### config.mk
export PLATFORM = sky130hd
export DESIGN_NAME = pipeline_hazard_ctrl_flat
export DESIGN_NICKNAME = d
export VERILOG_FILES = /design/src/rtl/pipeline_hazard_ctrl_if.sv /design/src/rtl/pipeline_hazard_ctrl.sv /design/src/flat_wrapper.sv
export SDC_FILE = /design/constraint.sdc
export NUM_CORES = 1
export LEC_CHECK = 0
export BUFFER_PORTS_ARGS = -buffer_cell sky130_fd_sc_hd__buf_4
export CAP_MARGIN = 25
export CORE_ASPECT_RATIO = 1.5
export CORE_MARGIN = 8
export CORE_UTILIZATION = 50
export CTS_CLUSTER_DIAMETER = 150
export DETAILED_ROUTE_END_ITERATION = 7
export GPL_TIMING_DRIVEN = 1
export PLACE_DENSITY = 0.77
export SLEW_MARGIN = 0
export SYNTH_ARGS = -nofsm -noshare
export SYNTH_HDL_FRONTEND = slang
export SYNTH_SLANG_ARGS = --single-unit
### constraint.sdc
create_clock -name clock -period 3.4 [get_ports clock]
set_input_delay 0.51 -clock clock [delete_from_list [all_inputs] [get_ports clock]]
set_output_delay 0.51 -clock clock [all_outputs]
set_load 0.005 [all_outputs]
### src/rtl/pipeline_hazard_ctrl_if.sv
// Hazard-controller bundle: pipeline stage status in, stage enables/flushes/forward selects/perf counters out.
// The pipeline drives through the master modport; the controller sits on the slave side.
interface pipeline_hazard_ctrl_if #(
  parameter int REG_AW = 5,
  parameter int CNT_W  = 32
);
  logic [REG_AW-1:0] id_rs1, id_rs2, ex_rs1, ex_rs2, ex_rd, mem_rd, wb_rd;
  logic              id_use_rs1, id_use_rs2;
  logic              ex_reg_write, mem_reg_write, wb_reg_write, ex_mem_read;
  logic              branch_taken, ex_mc_start, ex_mc_done, wb_valid, cnt_clear;
  logic              pc_enable, if_id_enable, id_ex_enable;
  logic              if_flush, id_flush, ex_flush;
  logic [1:0]        fwd_a, fwd_b;
  logic [CNT_W-1:0]  cycle_cnt, instret_cnt, stall_cnt, flush_cnt;
  logic              mc_busy;

  modport master (
    output id_rs1, id_rs2, ex_rs1, ex_rs2, ex_rd, mem_rd, wb_rd, id_use_rs1, id_use_rs2,
           ex_reg_write, mem_reg_write, wb_reg_write, ex_mem_read,
           branch_taken, ex_mc_start, ex_mc_done, wb_valid, cnt_clear,
    input  pc_enable, if_id_enable, id_ex_enable, if_flush, id_flush, ex_flush,
           fwd_a, fwd_b, cycle_cnt, instret_cnt, stall_cnt, flush_cnt, mc_busy
  );

  modport slave (
    input  id_rs1, id_rs2, ex_rs1, ex_rs2, ex_rd, mem_rd, wb_rd, id_use_rs1, id_use_rs2,
           ex_reg_write, mem_reg_write, wb_reg_write, ex_mem_read,
           branch_taken, ex_mc_start, ex_mc_done, wb_valid, cnt_clear,
    output pc_enable, if_id_enable, id_ex_enable, if_flush, id_flush, ex_flush,
           fwd_a, fwd_b, cycle_cnt, instret_cnt, stall_cnt, flush_cnt, mc_busy
  );
endinterface

### src/rtl/pipeline_hazard_ctrl.sv
// 5-stage RV32I hazard controller: load-use stall, EX forwarding, branch flush, multicycle-EX hold, perf counters.
// All control outputs are combinational in the same cycle; only the RUN/MC_WAIT state and counters are registered.
module pipeline_hazard_ctrl #(
  parameter int REG_AW       = 5,
  parameter int BRANCH_STAGE = 1,
  parameter int FWD_EN       = 1,
  parameter int CNT_W        = 32
) (
  input logic                 clock,
  input logic                 reset,
  pipeline_hazard_ctrl_if.slave hz
);

  typedef enum logic {RUN, MC_WAIT} state_e;

  state_e           state_q;
  logic [CNT_W-1:0] cycle_q, instret_q, stall_q, flush_q;

  logic hit_ex, hit_mem, load_use, mc_pend, br, hold;
  logic pc_en, if_id_en, id_ex_en, if_fl, id_fl, ex_fl;
  logic [1:0] fwd_a, fwd_b;

  function automatic logic raw_hit(logic we, logic [REG_AW-1:0] rd, logic [REG_AW-1:0] rs, logic use_rs);
    return we && (rd != '0) && (rd == rs) && use_rs;
  endfunction

  function automatic logic [1:0] fwd_sel(logic [REG_AW-1:0] rs, logic mw, logic [REG_AW-1:0] mrd,
                                         logic ww, logic [REG_AW-1:0] wrd);
    if (raw_hit(mw, mrd, rs, 1'b1)) return 2'b10;
    if (raw_hit(ww, wrd, rs, 1'b1)) return 2'b01;
    return 2'b00;
  endfunction

  function automatic logic [CNT_W-1:0] inc(logic [CNT_W-1:0] v, logic en);
    return v + {{(CNT_W-1){1'b0}}, en};
  endfunction

  assign hit_ex  = raw_hit(hz.ex_reg_write, hz.ex_rd, hz.id_rs1, hz.id_use_rs1) |
                   raw_hit(hz.ex_reg_write, hz.ex_rd, hz.id_rs2, hz.id_use_rs2);
  assign hit_mem = raw_hit(hz.mem_reg_write, hz.mem_rd, hz.id_rs1, hz.id_use_rs1) |
                   raw_hit(hz.mem_reg_write, hz.mem_rd, hz.id_rs2, hz.id_use_rs2);
  assign load_use = (FWD_EN != 0) ? (hit_ex & hz.ex_mem_read) : (hit_ex | hit_mem);

  // An op started this cycle already occupies EX, so the hold begins in the start cycle.
  assign mc_pend = ((state_q == MC_WAIT) | hz.ex_mc_start) & ~hz.ex_mc_done;
  assign br      = hz.branch_taken & ((BRANCH_STAGE == 3) | ~mc_pend);
  assign hold    = mc_pend & ~br;

  always_comb begin
    pc_en    = 1'b1;
    if_id_en = 1'b1;
    id_ex_en = 1'b1;
    if_fl    = 1'b0;
    id_fl    = 1'b0;
    ex_fl    = 1'b0;
    fwd_a    = 2'b00;
    fwd_b    = 2'b00;
    if (reset) begin
      pc_en    = 1'b0;
      if_id_en = 1'b0;
      id_ex_en = 1'b0;
      if_fl    = 1'b1;
      id_fl    = 1'b1;
      ex_fl    = 1'b1;
    end else begin
      if (FWD_EN != 0) begin
        fwd_a = fwd_sel(hz.ex_rs1, hz.mem_reg_write, hz.mem_rd, hz.wb_reg_write, hz.wb_rd);
        fwd_b = fwd_sel(hz.ex_rs2, hz.mem_reg_write, hz.mem_rd, hz.wb_reg_write, hz.wb_rd);
      end
      if (br) begin
        if_fl = 1'b1;
        id_fl = (BRANCH_STAGE >= 2);
        ex_fl = (BRANCH_STAGE >= 3);
      end else if (hold) begin
        pc_en    = 1'b0;
        if_id_en = 1'b0;
        id_ex_en = 1'b0;
        ex_fl    = 1'b1;
      end else if (load_use) begin
        pc_en    = 1'b0;
        if_id_en = 1'b0;
        id_fl    = 1'b1;
      end
    end
  end

  always_ff @(posedge clock) begin
    if (reset) begin
      state_q   <= RUN;
      cycle_q   <= '0;
      instret_q <= '0;
      stall_q   <= '0;
      flush_q   <= '0;
    end else begin
      state_q <= hold ? MC_WAIT : RUN;
      if (hz.cnt_clear) begin
        cycle_q   <= '0;
        instret_q <= '0;
        stall_q   <= '0;
        flush_q   <= '0;
      end else begin
        cycle_q   <= inc(cycle_q, 1'b1);
        instret_q <= inc(instret_q, hz.wb_valid);
        stall_q   <= inc(stall_q, ~pc_en);
        flush_q   <= inc(flush_q, br);
      end
    end
  end

  assign hz.pc_enable    = pc_en;
  assign hz.if_id_enable = if_id_en;
  assign hz.id_ex_enable = id_ex_en;
  assign hz.if_flush     = if_fl;
  assign hz.id_flush     = id_fl;
  assign hz.ex_flush     = ex_fl;
  assign hz.fwd_a        = fwd_a;
  assign hz.fwd_b        = fwd_b;
  assign hz.mc_busy      = (state_q == MC_WAIT) & ~reset;
  assign hz.cycle_cnt    = cycle_q;
  assign hz.instret_cnt  = instret_q;
  assign hz.stall_cnt    = stall_q;
  assign hz.flush_cnt    = flush_q;

endmodule
### src/flat_wrapper.sv
// flat-port wrapper written by rule: the top's interface ports become plain ports
module pipeline_hazard_ctrl_flat 
#(
  parameter int REG_AW       = 5,
  parameter int BRANCH_STAGE = 1,
  parameter int FWD_EN       = 1,
  parameter int CNT_W        = 32
)
  (clock, reset, hz_id_rs1, hz_id_rs2, hz_ex_rs1, hz_ex_rs2, hz_ex_rd, hz_mem_rd, hz_wb_rd, hz_id_use_rs1, hz_id_use_rs2, hz_ex_reg_write, hz_mem_reg_write, hz_wb_reg_write, hz_ex_mem_read, hz_branch_taken, hz_ex_mc_start, hz_ex_mc_done, hz_wb_valid, hz_cnt_clear, hz_pc_enable, hz_if_id_enable, hz_id_ex_enable, hz_if_flush, hz_id_flush, hz_ex_flush, hz_fwd_a, hz_fwd_b, hz_cycle_cnt, hz_instret_cnt, hz_stall_cnt, hz_flush_cnt, hz_mc_busy);
  pipeline_hazard_ctrl_if #(.REG_AW(REG_AW), .CNT_W(CNT_W)) hz_i ();
  input logic clock;
  input logic reset;
  input wire logic [$bits(hz_i.id_rs1)-1:0] hz_id_rs1;
  input wire logic [$bits(hz_i.id_rs2)-1:0] hz_id_rs2;
  input wire logic [$bits(hz_i.ex_rs1)-1:0] hz_ex_rs1;
  input wire logic [$bits(hz_i.ex_rs2)-1:0] hz_ex_rs2;
  input wire logic [$bits(hz_i.ex_rd)-1:0] hz_ex_rd;
  input wire logic [$bits(hz_i.mem_rd)-1:0] hz_mem_rd;
  input wire logic [$bits(hz_i.wb_rd)-1:0] hz_wb_rd;
  input wire logic [$bits(hz_i.id_use_rs1)-1:0] hz_id_use_rs1;
  input wire logic [$bits(hz_i.id_use_rs2)-1:0] hz_id_use_rs2;
  input wire logic [$bits(hz_i.ex_reg_write)-1:0] hz_ex_reg_write;
  input wire logic [$bits(hz_i.mem_reg_write)-1:0] hz_mem_reg_write;
  input wire logic [$bits(hz_i.wb_reg_write)-1:0] hz_wb_reg_write;
  input wire logic [$bits(hz_i.ex_mem_read)-1:0] hz_ex_mem_read;
  input wire logic [$bits(hz_i.branch_taken)-1:0] hz_branch_taken;
  input wire logic [$bits(hz_i.ex_mc_start)-1:0] hz_ex_mc_start;
  input wire logic [$bits(hz_i.ex_mc_done)-1:0] hz_ex_mc_done;
  input wire logic [$bits(hz_i.wb_valid)-1:0] hz_wb_valid;
  input wire logic [$bits(hz_i.cnt_clear)-1:0] hz_cnt_clear;
  output wire logic [$bits(hz_i.pc_enable)-1:0] hz_pc_enable;
  output wire logic [$bits(hz_i.if_id_enable)-1:0] hz_if_id_enable;
  output wire logic [$bits(hz_i.id_ex_enable)-1:0] hz_id_ex_enable;
  output wire logic [$bits(hz_i.if_flush)-1:0] hz_if_flush;
  output wire logic [$bits(hz_i.id_flush)-1:0] hz_id_flush;
  output wire logic [$bits(hz_i.ex_flush)-1:0] hz_ex_flush;
  output wire logic [$bits(hz_i.fwd_a)-1:0] hz_fwd_a;
  output wire logic [$bits(hz_i.fwd_b)-1:0] hz_fwd_b;
  output wire logic [$bits(hz_i.cycle_cnt)-1:0] hz_cycle_cnt;
  output wire logic [$bits(hz_i.instret_cnt)-1:0] hz_instret_cnt;
  output wire logic [$bits(hz_i.stall_cnt)-1:0] hz_stall_cnt;
  output wire logic [$bits(hz_i.flush_cnt)-1:0] hz_flush_cnt;
  output wire logic [$bits(hz_i.mc_busy)-1:0] hz_mc_busy;
  assign hz_i.id_rs1 = hz_id_rs1;
  assign hz_i.id_rs2 = hz_id_rs2;
  assign hz_i.ex_rs1 = hz_ex_rs1;
  assign hz_i.ex_rs2 = hz_ex_rs2;
  assign hz_i.ex_rd = hz_ex_rd;
  assign hz_i.mem_rd = hz_mem_rd;
  assign hz_i.wb_rd = hz_wb_rd;
  assign hz_i.id_use_rs1 = hz_id_use_rs1;
  assign hz_i.id_use_rs2 = hz_id_use_rs2;
  assign hz_i.ex_reg_write = hz_ex_reg_write;
  assign hz_i.mem_reg_write = hz_mem_reg_write;
  assign hz_i.wb_reg_write = hz_wb_reg_write;
  assign hz_i.ex_mem_read = hz_ex_mem_read;
  assign hz_i.branch_taken = hz_branch_taken;
  assign hz_i.ex_mc_start = hz_ex_mc_start;
  assign hz_i.ex_mc_done = hz_ex_mc_done;
  assign hz_i.wb_valid = hz_wb_valid;
  assign hz_i.cnt_clear = hz_cnt_clear;
  assign hz_pc_enable = hz_i.pc_enable;
  assign hz_if_id_enable = hz_i.if_id_enable;
  assign hz_id_ex_enable = hz_i.id_ex_enable;
  assign hz_if_flush = hz_i.if_flush;
  assign hz_id_flush = hz_i.id_flush;
  assign hz_ex_flush = hz_i.ex_flush;
  assign hz_fwd_a = hz_i.fwd_a;
  assign hz_fwd_b = hz_i.fwd_b;
  assign hz_cycle_cnt = hz_i.cycle_cnt;
  assign hz_instret_cnt = hz_i.instret_cnt;
  assign hz_stall_cnt = hz_i.stall_cnt;
  assign hz_flush_cnt = hz_i.flush_cnt;
  assign hz_mc_busy = hz_i.mc_busy;
  pipeline_hazard_ctrl #(.REG_AW(REG_AW), .BRANCH_STAGE(BRANCH_STAGE), .FWD_EN(FWD_EN), .CNT_W(CNT_W)) u_core (.clock(clock), .reset(reset), .hz(hz_i));
endmodule
==> metrics.md <==
| Metric | Value |
|---|---|
| GR Util All Layers | a little over a fifth |
| RSZ-0062 raised after global routing | false |
| Startpoint kind of the worst setup timing path | input port |
| Number of synthesized register bits | 129 |
| Syn Std Cell Area | 6420 µm² |
| CP Cell Sequence | buf_4 -> xor2_1 -> nor4_1 -> a32oi_1 -> o31ai_1 -> ha_1 -> nand2_1 -> or4_1 -> or4_1 -> a21oi_1 |
| Mean cell area of the mapped netlist | 8.381 µm² |
| Core box area | between 10000 and 15000 µm² |
| Fraction of the mapped netlist area in compound gates | 13.84% |
| Count of buffers from port buffering | 186 |
| # clock sinks | 129 |
| Final setup skew | between 10 and 15 ps |
| Result of the run | finished clean |
| Dominant delay contributor by cell family on the critical path | simple AND/OR/NAND/NOR gates |
| Hold crit path type | input port to flop |
| Total via count in the routed design | between 6000 and 7000 |
| Switching power | 0.7961 mW |
| Synth Area in XOR/XNOR | under 10% |
| Drc violations | 0 |
| Share of synthesized flip-flops with an asynchronous set or reset | 0% |
| Peak supply drop | 302.2 µV |
| Post-route fraction of the period consumed by the critical path | roughly 83% |
| Boundary pin count | 187 |
| Fraction of final layout cells with drive strength greater than 1 | 25.18% |
| Number of flops mapped to enable cells by yosys | 0 |
| Number of non-filler instances in the completed layout | 1109 |
| Number of nets in the synthesized netlist | 821 |
| Met2 track demand over resource | a little under two fifths |
| Core Util, Final | between 60% and 70% |
| Sequential area share after synthesis | 40.23% |
| CTS resizes | 0 |
| Total Nets Final | around 1000 |
| Max-cap viol count | 0 |
| Area overhead of the layout relative to synthesis | 33.03% |
| Crit-path slowest cell | or4_1 |
| Combinational family with the most area after synthesis | simple AND/OR/NAND/NOR gates |
| Commonest cells after routing, fill and taps aside | 195 x buf_4, 129 x dfxtp_1, 57 x nand2_1, 57 x a21oi_1, 56 x nor2_1 |
| Adder-Cell Fraction of Synth Area | ~1.4% |
| Number of warnings printed during yosys synthesis | 0 |
| Buffering stage count on the worst path with inverters included | 1 |
| Hold Buf Count CTS | 0 |
| Crit path top cell by count | or4_1 |
| Post-Synth Simple-Gate Area | 29.43% |
| Average detailed-routed wire length per instance | around 16 µm |
| Highest attainable clock frequency | 355.3 MHz |
| Detailed placer's ending HPWL | 13420 µm |
| Vias per std cell | between 5 and 6 |
| Number of buffers created by CTS | 17 |
| Global route total overflow | 0 |
| Critical Path Max Stage Delay | 590 ps |
| Arrival time worst endpoint | 3160 ps |
| Final setup violation count | 0 |
| Combinational share of power | 4.8% |
| Fraction of power spent switching nets | 22.37% |
| Sequential group share of total power | 42.7% |
| H-Tree Depth | 4 |
| Most Crowded Layer GR | met2 |
| Required time at the endpoint of the critical path | between 3000 and 4000 ps |
| Starting density of the core | between 50% and 60% |
| Internal cell power | 2.763 mW |
| Length of the first detailed-routing pass in iterations | 5 |
| Met3 layer usage reported by global route | 7.196% |
| Slew Limit Headroom | approximately two fifths |
| Maximum buffer depth of the clock tree | 2 |
| Ant. Diodes | 0 |
| DRT iter0 DRCs | around 270 |
| Maximum fanout along the worst path | 9 |
| Clk slew on worst S/H paths | 60 ps |
| Floorplan die area | 16800 µm² |
| Floorplan die width | around 110 µm |
| Row count | 50 |
| Number of endpoints with negative hold slack in the final report | 0 |
| CTS tree | built |
| Nature of the critical path endpoint | flop |
| Areal power density over the cells | around 420 nW/µm² |
| Largest net degree at the start of global routing | 48 |
| Vias in the first global route | 6298 |
| Final setup TNS | 0 ps |
| Number of distinct library cell variants in the gate-level netlist after synthesis | 42 |
| Minimum period implied by the final worst setup slack | roughly 2800 ps |
| Max Slew Vio Count | 0 |
| Post-synthesis mux area share | 1.247% |
| Worst Max-Slew Pin Slew | 911.6 ps |
| LEAKAGE | 3.137 nW |
| Most common library cell in the layout ignoring fill and taps | buf_4 |
| Number of buffers inserted to repair setup after CTS | 0 |
| Type of the worst setup path | input port to flop |
| Clock Latency Late Sink | 410 ps |
| Total instance count after detailed placement | 1077 |
| Final weighted congestion in routability-driven placement | 0.8138 |
| First-pass GRT wire length | 29710 µm |
| Drt total wl | 18290 µm |
| Synth Instances | 766 |
| Share of total power in the clock network | 52.5% |
| Post-route ant nets | 0 |
| Height of the chip | about 150 µm |
| Met1 track utilization from global routing | 22.37% |
| Root Buffer Master | clkbuf_16 |
| Dominant synthesized flop cell | dfxtp_1 |
| Number of antenna violations at the first check in global routing | 0 |
## metrics by stage
step | hold WS (ps) | total power, mW | cell area (µm²) | worst slack, ps
finish | 373.9 | 3.559 | 8541 | 585.8
global route | 388.1 | 3.672 | 8541 | 380.5
CTS | 362.0 | 3.590 | 8541 | 564.7
detailed placement | 476.2 | 1.726 | 7933 | 128.1
global placement | 469.4 | 1.723 | 7933 | 146.4
floorplan | 459.8 | 1.632 | 6420 | 564.4
## area by class of cell
cell class / count / area (µm²)
Fill cell: 1055 / 3971
Clock inverter: 14 / 178.9
Sequential cell: 129 / 2582
Multi-Input combinational cell: 572 / 3581
Tap cell: 156 / 195.2
Clock buffer: 18 / 429.2
Inverter: 24 / 90.09
Timing Repair Buffer: 196 / 1484
## flip-flops by register name (all words and copies together), names as in the netlist
signal                 cells
u_core.hz.stall_cnt       32
u_core.hz.instret_cnt     32
u_core.hz.cycle_cnt       32
u_core.hz.flush_cnt       32
u_core.state_q             1
## routing by layer
layer	part of all wire [%]	vias up
met1	37	3116
met3	7.8	34
li1	-	3183
met4	2.4	0
met2	52	213
met5	0	-
## final timing paths
| kind | start | end | slack (ps) | cells past startpoint |
|---|---|---|---|---|
| worst min register to register | u_core.hz.stall_cnt[31]$_SDFF_PP0_ | u_core.hz.stall_cnt[31]$_SDFF_PP0_ | 480 | 2 |
| worst min-delay path | hz_ex_mc_done | u_core.state_q$_SDFF_PP0_ | 370 | 3 |
| worst max-delay path | hz_ex_rd[3] | u_core.hz.stall_cnt[19]$_SDFF_PP0_ | 590 | 10 |
| worst max register to register | u_core.state_q$_SDFF_PP0_ | u_core.hz.flush_cnt[28]$_SDFF_PP0_ | 700 | 9 |
## kinds of logic after synthesis
logic type                 after synthesis
AOI/OAI and AO/OA                      142
xor gates and xnor gates                72
adders and majority gates                7
buffers and inverters                   65
DFF                                    129
muxes                                    8
and+or+nand+nor                        343
## worst min-delay path, cell delays in order
cell and delay (ps):
buf_4 80, or2_2 110, nor2_1 40
## cell usage after synthesis (13+ instances only)
library cell	instances	area (µm²)
inv_1	24	90.09
dfxtp_1	129	2582
and2_1	13	81.33
or3_1	29	181.4
clkbuf_1	33	123.9
nand4_1	30	187.7
xor2_1	32	280.3
xnor2_1	40	350.3
nand2_1	57	214.0
nor2_1	57	214.0
o21ai_0	25	125.1
nor4_1	21	131.4
and4_1	13	113.9
or4_1	44	330.3
nand3_1	45	225.2
o31ai_1	31	232.7
a21oi_1	57	285.3
nor3_1	16	80.08
## power by group through the flow
stage	combinational, mW	clock (mW)	sequential (mW)
3_5_place_dp	0.172	0	1.55
6_report	0.171	1.87	1.52
5_1_grt	0.188	1.96	1.52
3_3_place_gp	0.170	0	1.55
4_1_cts	0.173	1.90	1.52
2_1_floorplan	0.0789	0	1.55
Power figures use the tool's default switching activity.
